### src/rtl/fetch_queue_unit.sv
// Dual-issue fetch queue: issues 8-byte instruction-memory reads under a credit rule
// and buffers returned pairs for IF/ID. Optional same-cycle bypass: FETCH_QUEUE_BYPASS_EN.
module fetch_queue_unit #(
  parameter int          DEPTH    = 4,
  parameter logic [31:0] NOP_WORD = 32'h40200000
) (
  input  logic        clk,
  input  logic        reset,
  input  logic        stall,
  input  logic        redirect,
  input  logic [31:0] redirectPC,
  output logic        imemReq,
  output logic [31:0] imemAddr,
  input  logic [63:0] imemData,
  output logic [31:0] instruction1,
  output logic [31:0] instruction2,
  output logic [31:0] pc1,
  output logic        valid
);

  localparam int PW = $clog2(DEPTH);
  localparam int CW = PW + 1;
  localparam logic [CW:0]   DEPTH_LIM = DEPTH[CW:0];
  localparam logic [CW-1:0] CNT_ONE   = 1;
  localparam logic [PW-1:0] PTR_ONE   = 1;

  typedef struct packed {
    logic [31:0] instr1;
    logic [31:0] instr2;
    logic [31:0] pc;
  } entry_t;

  entry_t        queueMem [DEPTH];
  logic [PW-1:0] rdPtr, wrPtr;
  logic [CW-1:0] count;
  logic [CW:0]   occupancy;
  logic [31:0]   fetchPC, reqAddr;
  logic          inflight, oddPending;
  logic          respLive, bypassHit, pushEn, popEn;
  entry_t        respEntry, headEntry;
  logic          unusedRedirectLsbs;

  assign unusedRedirectLsbs = ^redirectPC[1:0];

  // NOTE: every signal driven here gets a value on every path, so no latch is inferred.
  always_comb begin
    occupancy = {1'b0, count} + {{CW{1'b0}}, inflight};
    imemReq   = !reset && !redirect && (occupancy < DEPTH_LIM);
    imemAddr  = imemReq ? fetchPC : reqAddr;

    // A response is killed by a redirect in its data cycle.
    respLive         = inflight && !redirect;
    respEntry.instr1 = oddPending ? NOP_WORD : imemData[63:32];
    respEntry.instr2 = imemData[31:0];
    respEntry.pc     = reqAddr;
    headEntry        = queueMem[rdPtr];

`ifdef FETCH_QUEUE_BYPASS_EN
    bypassHit = respLive && (count == '0) && !stall;
`else
    bypassHit = 1'b0;
`endif
    pushEn = respLive && !bypassHit;
    popEn  = (count != '0) && !stall && !redirect;

    if (count != '0) begin
      valid        = 1'b1;
      instruction1 = headEntry.instr1;
      instruction2 = headEntry.instr2;
      pc1          = headEntry.pc;
    end else if (bypassHit) begin
      valid        = 1'b1;
      instruction1 = respEntry.instr1;
      instruction2 = respEntry.instr2;
      pc1          = respEntry.pc;
    end else begin
      valid        = 1'b0;
      instruction1 = NOP_WORD;
      instruction2 = NOP_WORD;
      pc1          = fetchPC;
    end
  end

  // NOTE: sequential state uses non-blocking assignments so every register samples pre-edge values.
  always_ff @(posedge clk or posedge reset) begin
    if (reset) begin
      fetchPC    <= '0;
      reqAddr    <= '0;
      count      <= '0;
      rdPtr      <= '0;
      wrPtr      <= '0;
      inflight   <= 1'b0;
      oddPending <= 1'b0;
    end else if (redirect) begin
      fetchPC    <= {redirectPC[31:3], 3'b000};
      count      <= '0;
      rdPtr      <= '0;
      wrPtr      <= '0;
      inflight   <= 1'b0;
      oddPending <= redirectPC[2];
    end else begin
      inflight <= imemReq;
      if (imemReq) begin
        fetchPC <= fetchPC + 32'd8;
        reqAddr <= fetchPC;
      end
      if (respLive) oddPending <= 1'b0;
      if (pushEn)   wrPtr <= wrPtr + PTR_ONE;
      if (popEn)    rdPtr <= rdPtr + PTR_ONE;
      if (pushEn && !popEn)      count <= count + CNT_ONE;
      else if (!pushEn && popEn) count <= count - CNT_ONE;
    end
  end

  // NOTE: queue storage has no reset; count and pointers alone decide which entries are live.
  always_ff @(posedge clk) begin
    if (pushEn) queueMem[wrPtr] <= respEntry;
  end

endmodule

### config.mk
export PLATFORM = sky130hd
export DESIGN_NAME = fetch_queue_unit
export DESIGN_NICKNAME = d
export VERILOG_FILES = /design/src/rtl/fetch_queue_unit.sv
export SDC_FILE = /design/constraint.sdc
export NUM_CORES = 1
export LEC_CHECK = 0
export CAP_MARGIN = 10
export CELL_PAD_IN_SITES_DETAIL_PLACEMENT = 0
export CELL_PAD_IN_SITES_GLOBAL_PLACEMENT = 2
export CORE_UTILIZATION = 41
export DETAILED_ROUTE_END_ITERATION = 8
export PLACE_DENSITY_LB_ADDON = 0.2
export SYNTH_ARGS = -nofsm -noshare
export SYNTH_HDL_FRONTEND = slang
export SYNTH_SLANG_ARGS = --single-unit
### constraint.sdc
create_clock -name clk -period 3.96 [get_ports clk]
set_input_delay 0.396 -clock clk [delete_from_list [all_inputs] [get_ports clk]]
set_output_delay 0.396 -clock clk [all_outputs]
set_load 0.01 [all_outputs]
==> results.json <==
{
  "synth_adder_area_share_pct": 0.449,
  "synth_top_family_by_area": "multiplexers",
  "synth_area_um2": 18400,
  "synth_compound_area_share_pct": 2.35,
  "fp.dieH_um": 214,
  "endpoint_kind": "output pin",
  "synth_edf_count": 384,
  "crit_chain": "buf_4 -> and3_1 -> or4_2 -> buf_4 -> o21ai_0 -> clkdlybuf4s50_1",
  "cts_tree": "yes",
  "area_growth_pct": 25.0,
  "status": "finished, final reports clean",
  "tns_ns": 0,
  "drc_errors": 0,
  "antenna_left": 0,
  "ys_types": 53,
  "worst_path_most_repeated_cell": "buf_4",
  "crit_type": "flop to output pin",
  "register_area_um2": 13300,
  "cts_buffers": 48,
  "vias": 10000,
  "ctsResizeCount": 0,
  "rsz0062_at_grt": "no",
  "place_hpwl_um": 25500,
  "p_leak_nw": 7.90,
  "power_switching_mw": 4.25,
  "power.share.clock_pct": 29.0,
  "layout_commonest_cell": "edfxtp_1",
  "dieWidth_um": 214,
  "drive_gt1_share_pct": 18.0,
  "min_period_ns": 3.52,
  "initial_utilization_pct": 41.6,
  "grt_pass1_wl_um": 63900,
  "irDropWorstVdd_mv": 0.386,
  "drtPass1Iterations": 5,
  "synthSimpleGateAreaFrac_pct": 9.45,
  "swShare_pct": 28.3,
  "clock_latency_ns": 0.57,
  "pwr-share-comb_pct": 31.4,
  "filler_cell_count": 3680,
  "die_area_um2": 45800,
  "powerDensity_nw_per_um2": 654,
  "max-slew-margin-rel_pct": 32.4,
  "htree_levels": 2,
  "path_clk_slew_ns": 0.06,
  "viasPerCell": 5.15,
  "hold_path_class": "primary input to asynchronous set/reset pin",
  "max_cap_violations": 0,
  "grt_pass1_vias": 10400,
  "fin_nets": 1414,
  "required_ns": 3.56,
  "grtUsageTotal_pct": 18.6,
  "setup_viol_count_final": 0,
  "placed_area_um2": 21500,
  "critical-path-max-stage-delay_ns": 0.59,
  "postSynthRegisterBits": 454,
  "ys_warn_count": 0,
  "tightest_slew_ns": 1.01,
  "cts_setup_buffers": 0,
  "cp-start-kind": "flop",
  "post-route-period-util_pct": 89.0,
  "synth.area.mux_share_pct": 13.6,
  "wirelength_um": 42100,
  "multi_input_area_um2": 4810,
  "portBuffers": 227,
  "final_cell_mix": "edfxtp_1, clkdlybuf4s50_1, nand2_1",
  "slew_viol_final": 0,
  "seqPwrFrac_pct": 39.6,
  "gp_congestion": 0.715,
  "synthArstFlopShare_pct": 15.4,
  "synthFlopType": "edfxtp_1",
  "synth_area_per_cell_um2": 17.3,
  "yosysSeqAreaShare_pct": 72.1,
  "max-clock-path-buffers": 3,
  "hold_viol": 0,
  "design.portCount": 230,
  "p_int_mw": 10.8,
  "fmax_mhz": 284,
  "skew_ns": 0.0180,
  "antenna_found_initial": 4,
  "coreArea_um2": 44200,
  "fin_area_um2": 23000,
  "grt-ovfl-total": 0,
  "root_buffer": "clkbuf_16",
  "routedWlPerCell_um": 21.7,
  "cp_max_fo": 54,
  "yosys.area_share.xor_xnor_pct": 0.238,
  "cp_slowest_cell": "clkdlybuf4s50_1",
  "worstPathArrival_ns": 3.13,
  "syn-instance-count": 1062,
  "drtIter0Drc": 631,
  "ctsHoldBuffers": 0,
  "rows": 77,
  "clock-sinks": 454,
  "synth_nets": 1168,
  "grt_max_degree": 55
}
## sequential cells by signal, indices dropped and copies added (netlist names)
name        cells
inflight        1
rdPtr           2
count           3
reqAddr        32
wrPtr           2
oddPending      1
queueMem      384
fetchPC        29
## power by group through the flow
stage               clock network (mW)  logic, mW  registers, mW
floorplan                            0       2.59           5.91
global placement                     0       4.83           6.03
detailed placement                   0       4.82           6.05
CTS                               4.48       4.85           5.96
global route                      4.67       5.08           6.00
finish                            4.37       4.72           5.95
## per-layer routing
| layer | wire (µm) | GRT usage (%) |
|---|---|---|
| met1 | 18500 | 25.4 |
| met2 | 20600 | 30.2 |
| met3 | 2270 | 4.34 |
| met4 | 655 | 4.34 |
| met5 | 49 | 0 |
## Yosys cell counts (5+ instances only)
master | number | area (µm²)
nor2_1 | 20 | 75.1
dfrtp_1 | 70 | 1750
mux2_2 | 28 | 315
or2_2 | 6 | 37.5
o21ai_0 | 18 | 90.1
inv_1 | 10 | 37.5
o311ai_0 | 6 | 52.6
clkbuf_1 | 38 | 143
ha_1 | 5 | 62.6
nand2_1 | 138 | 518
edfxtp_1 | 384 | 11500
o211ai_1 | 8 | 60.1
nand4_1 | 12 | 75.1
nor2b_1 | 34 | 213
and2_1 | 75 | 469
a221o_1 | 8 | 80.1
buf_2 | 12 | 60.1
nand3_1 | 25 | 125
nor3_1 | 7 | 35.0
mux4_2 | 96 | 2160
## cells by family (layout without fill, tap and decap cells)
logic type,after synthesis,in the layout
flops,454,454
simple gates,339,339
mux,126,126
buf+inv,71,357
compound gates,61,61
fa+ha+maj,6,6
xor+xnor,5,5
other cells,0,1
## worst paths after layout
check,from,endpoint,slack [ns],cells after the start
setup reg to reg,inflight,fetchPC[19],1.34,9
hold reg to reg,reqAddr[10],queueMem[0][10],0.52,0
setup / recovery,inflight,imemAddr[14],0.44,6
hold / removal,reset,reqAddr[10],0.40,2
max in group asynchronous,reset,reqAddr[19],2.65,3
min in group clk,redirectPC[8],fetchPC[8],0.41,3
## worst max-delay path: cells and delay by family, from the launching register on
kind                   cells  cell delay (ns)
buffers and inverters      3             1.13
flip-flops                 1             0.35
AO/OA/AOI/OAI              1             0.31
AND/OR/NAND/NOR            2             0.74
## cell type report
| type | instances | share of cell area (%) |
|---|---|---|
| multi-input combinational | 537 | 20.9 |
| timing repair buffer | 256 | 11.3 |
| clock buffer | 67 | 5.67 |
| inverter | 11 | 0.190 |
| sequential | 454 | 57.8 |
| tap | 592 | 3.22 |
| antenna | 1 | 0.0109 |
| clock inverter | 23 | 0.968 |
## metrics by stage
stage	setup slack [ns]	cells	power (mW)	util (%)	hold slack, ns
after floorplan	0.359	1062	8.50	-	0.476
after global placement	0.676	1850	10.9	48.6	0.493
after detailed placement	0.683	1850	10.9	48.6	0.508
after CTS	0.364	1940	15.3	52.0	0.380
after global routing	0.212	1940	15.7	52.0	0.412
final	0.437	1941	15.0	52.0	0.404
No activity file was read; power rests on OpenSTA's default activity.
==> variant (same flow settings) <==
Reset style: synchronous (`reset`), changed in one clocked block.
--- a/src/rtl/fetch_queue_unit.sv
+++ b/src/rtl/fetch_queue_unit.sv
@@ -82,7 +82,7 @@
   end
 
   // NOTE: sequential state uses non-blocking assignments so every register samples pre-edge values.
-  always_ff @(posedge clk or posedge reset) begin
+  always_ff @(posedge clk) begin
     if (reset) begin
       fetchPC    <= '0;
       reqAddr    <= '0;
Check against the original RTL: differs if reset is asserted again (counterexample within 4 cycles, from zero or initial values and one cycle with reset high); with reset held inactive, the same outputs for 4 cycles.
==> variant against the unedited design <==
  * First-iteration DRC count decreased by 14%
  * Critical path type is now in -> out
  * Design area shrank 0.74%
  * Synthesized area is 1.3% lower
  * Routed wire length is 0.40% lower
  * Sequential cell count increased by 2
  * Worst setup slack gained 0.16 ns
  * Global-route usage rose by 0.45 points
  * Final cell count up 0.62%
Power is not compared: it rests on default switching activity, and its combinational part moved more than twofold at a synthesized area within 25%.
==> variant: results (changes against the unedited design) <==
Post-synth top cells: edfxtp_1 (384), nand2_1 (104), mux4_2 (96)
R2R Path End: count[2]
Synth Area in XOR/XNOR: 0.8674% (+0.63 points)
Pwr Total: 10400 uW
GR Util All Layers: 19.00% (+0.45 points)
#FFs+latches synth: 456 (+0.44%)
vias per cell: 5.193 (+0.75%)
Multi-input gate area: 4903 um^2 (+2.0%)
Post-Synth Adder-Cell Area: 0.5232% (+0.075 points)
clk_skew: 0.01681 ns (-0.001193 ns)
hpwl dp: 25210 um (-1.1%)
register-to-register setup slack: 1.68 ns (+0.34 ns)
1st-iter DRT viols: 542 (-14%)
clock network area share: 6.717% (+0.083 points)
M3 GR Usage: 4.136% (-0.20 points)
Final Cell Area: 22840 um^2 (-0.74%)
Inst Count DP: 1865 (+0.81%)
Routability Congestion: 0.7432 (+4.0%)
syn nets: 1191 (+2.0%)
placed cell areas: 21300 um^2 (-0.82%)
Final nets: 1437 (+1.6%)
clk_buf instances: 60 (-10%)
ANT cells: 0 (-1)
async set-reset flop share out of synthesis: 0% (-15 points)
met1 WL: 18560 um (+0.42%)
R2R depth: 10 (+1)
Storage cell area: 12980 um^2 (-2.3%)
Hold Slack: 0.3875 ns (-0.01636 ns)
die width: 212.5 um (-0.63%)
Via Count: 10142 (+1.4%)
crit-path max cell delay: 0.56 ns (-0.03 ns)
Multi-In Gates: 554 (+3.2%)
Fill cells: 3606 (-2.0%)
outcome: complete, no violations
routed wl met3: 2141 um (-5.6%)
largest net degree at the start of global routing: 65 (+18%)
non-clock buffer count: 259 (+1.2%)
Max FO, Critical Path: 17 (-69%)
met2 WL: 20430 um (-0.97%)
post-synth cell types: 48 (-9.4%)
FF-to-FF Start: count[0]
post-synthesis sequential area ratio: 71.38% (-0.77 points)
fmax: 0.2976 GHz (+4.9%)
## variant: cell count changes in the layout (fill, tap and decap cells not counted), moves of 12 or more
cell / before / now
dfrtp_1: 68 / 0
dfxtp_1: 0 / 70
nand2_1: 138 / 104
xor2_1: 2 / 17
a31oi_1: 3 / 15
o22ai_1: 0 / 12
a21oi_1: 4 / 40
## variant: worst max-delay path by stage
stage,start,endpoint,cells past startpoint
2_1_floorplan,inflight,queueMem[0][0],2
3_3_place_gp,redirect,imemAddr[10],8
3_5_place_dp,redirect,imemAddr[24],8
4_1_cts,register,pc1[4],4
5_1_grt,redirect,imemAddr[13],8
6_report,redirect,imemAddr[10],8
## variant: worst register-to-register path: cells and delay by family (launching register included)
kind,cells,cell delay [ns]
adders and majority gates,2,0.57
xor gates and xnor gates,1,0.16
buffers and inverters,3,0.34
DFF,1,0.36
and+or+nand+nor,3,0.64
AOI/OAI and AO/OA,1,0.13
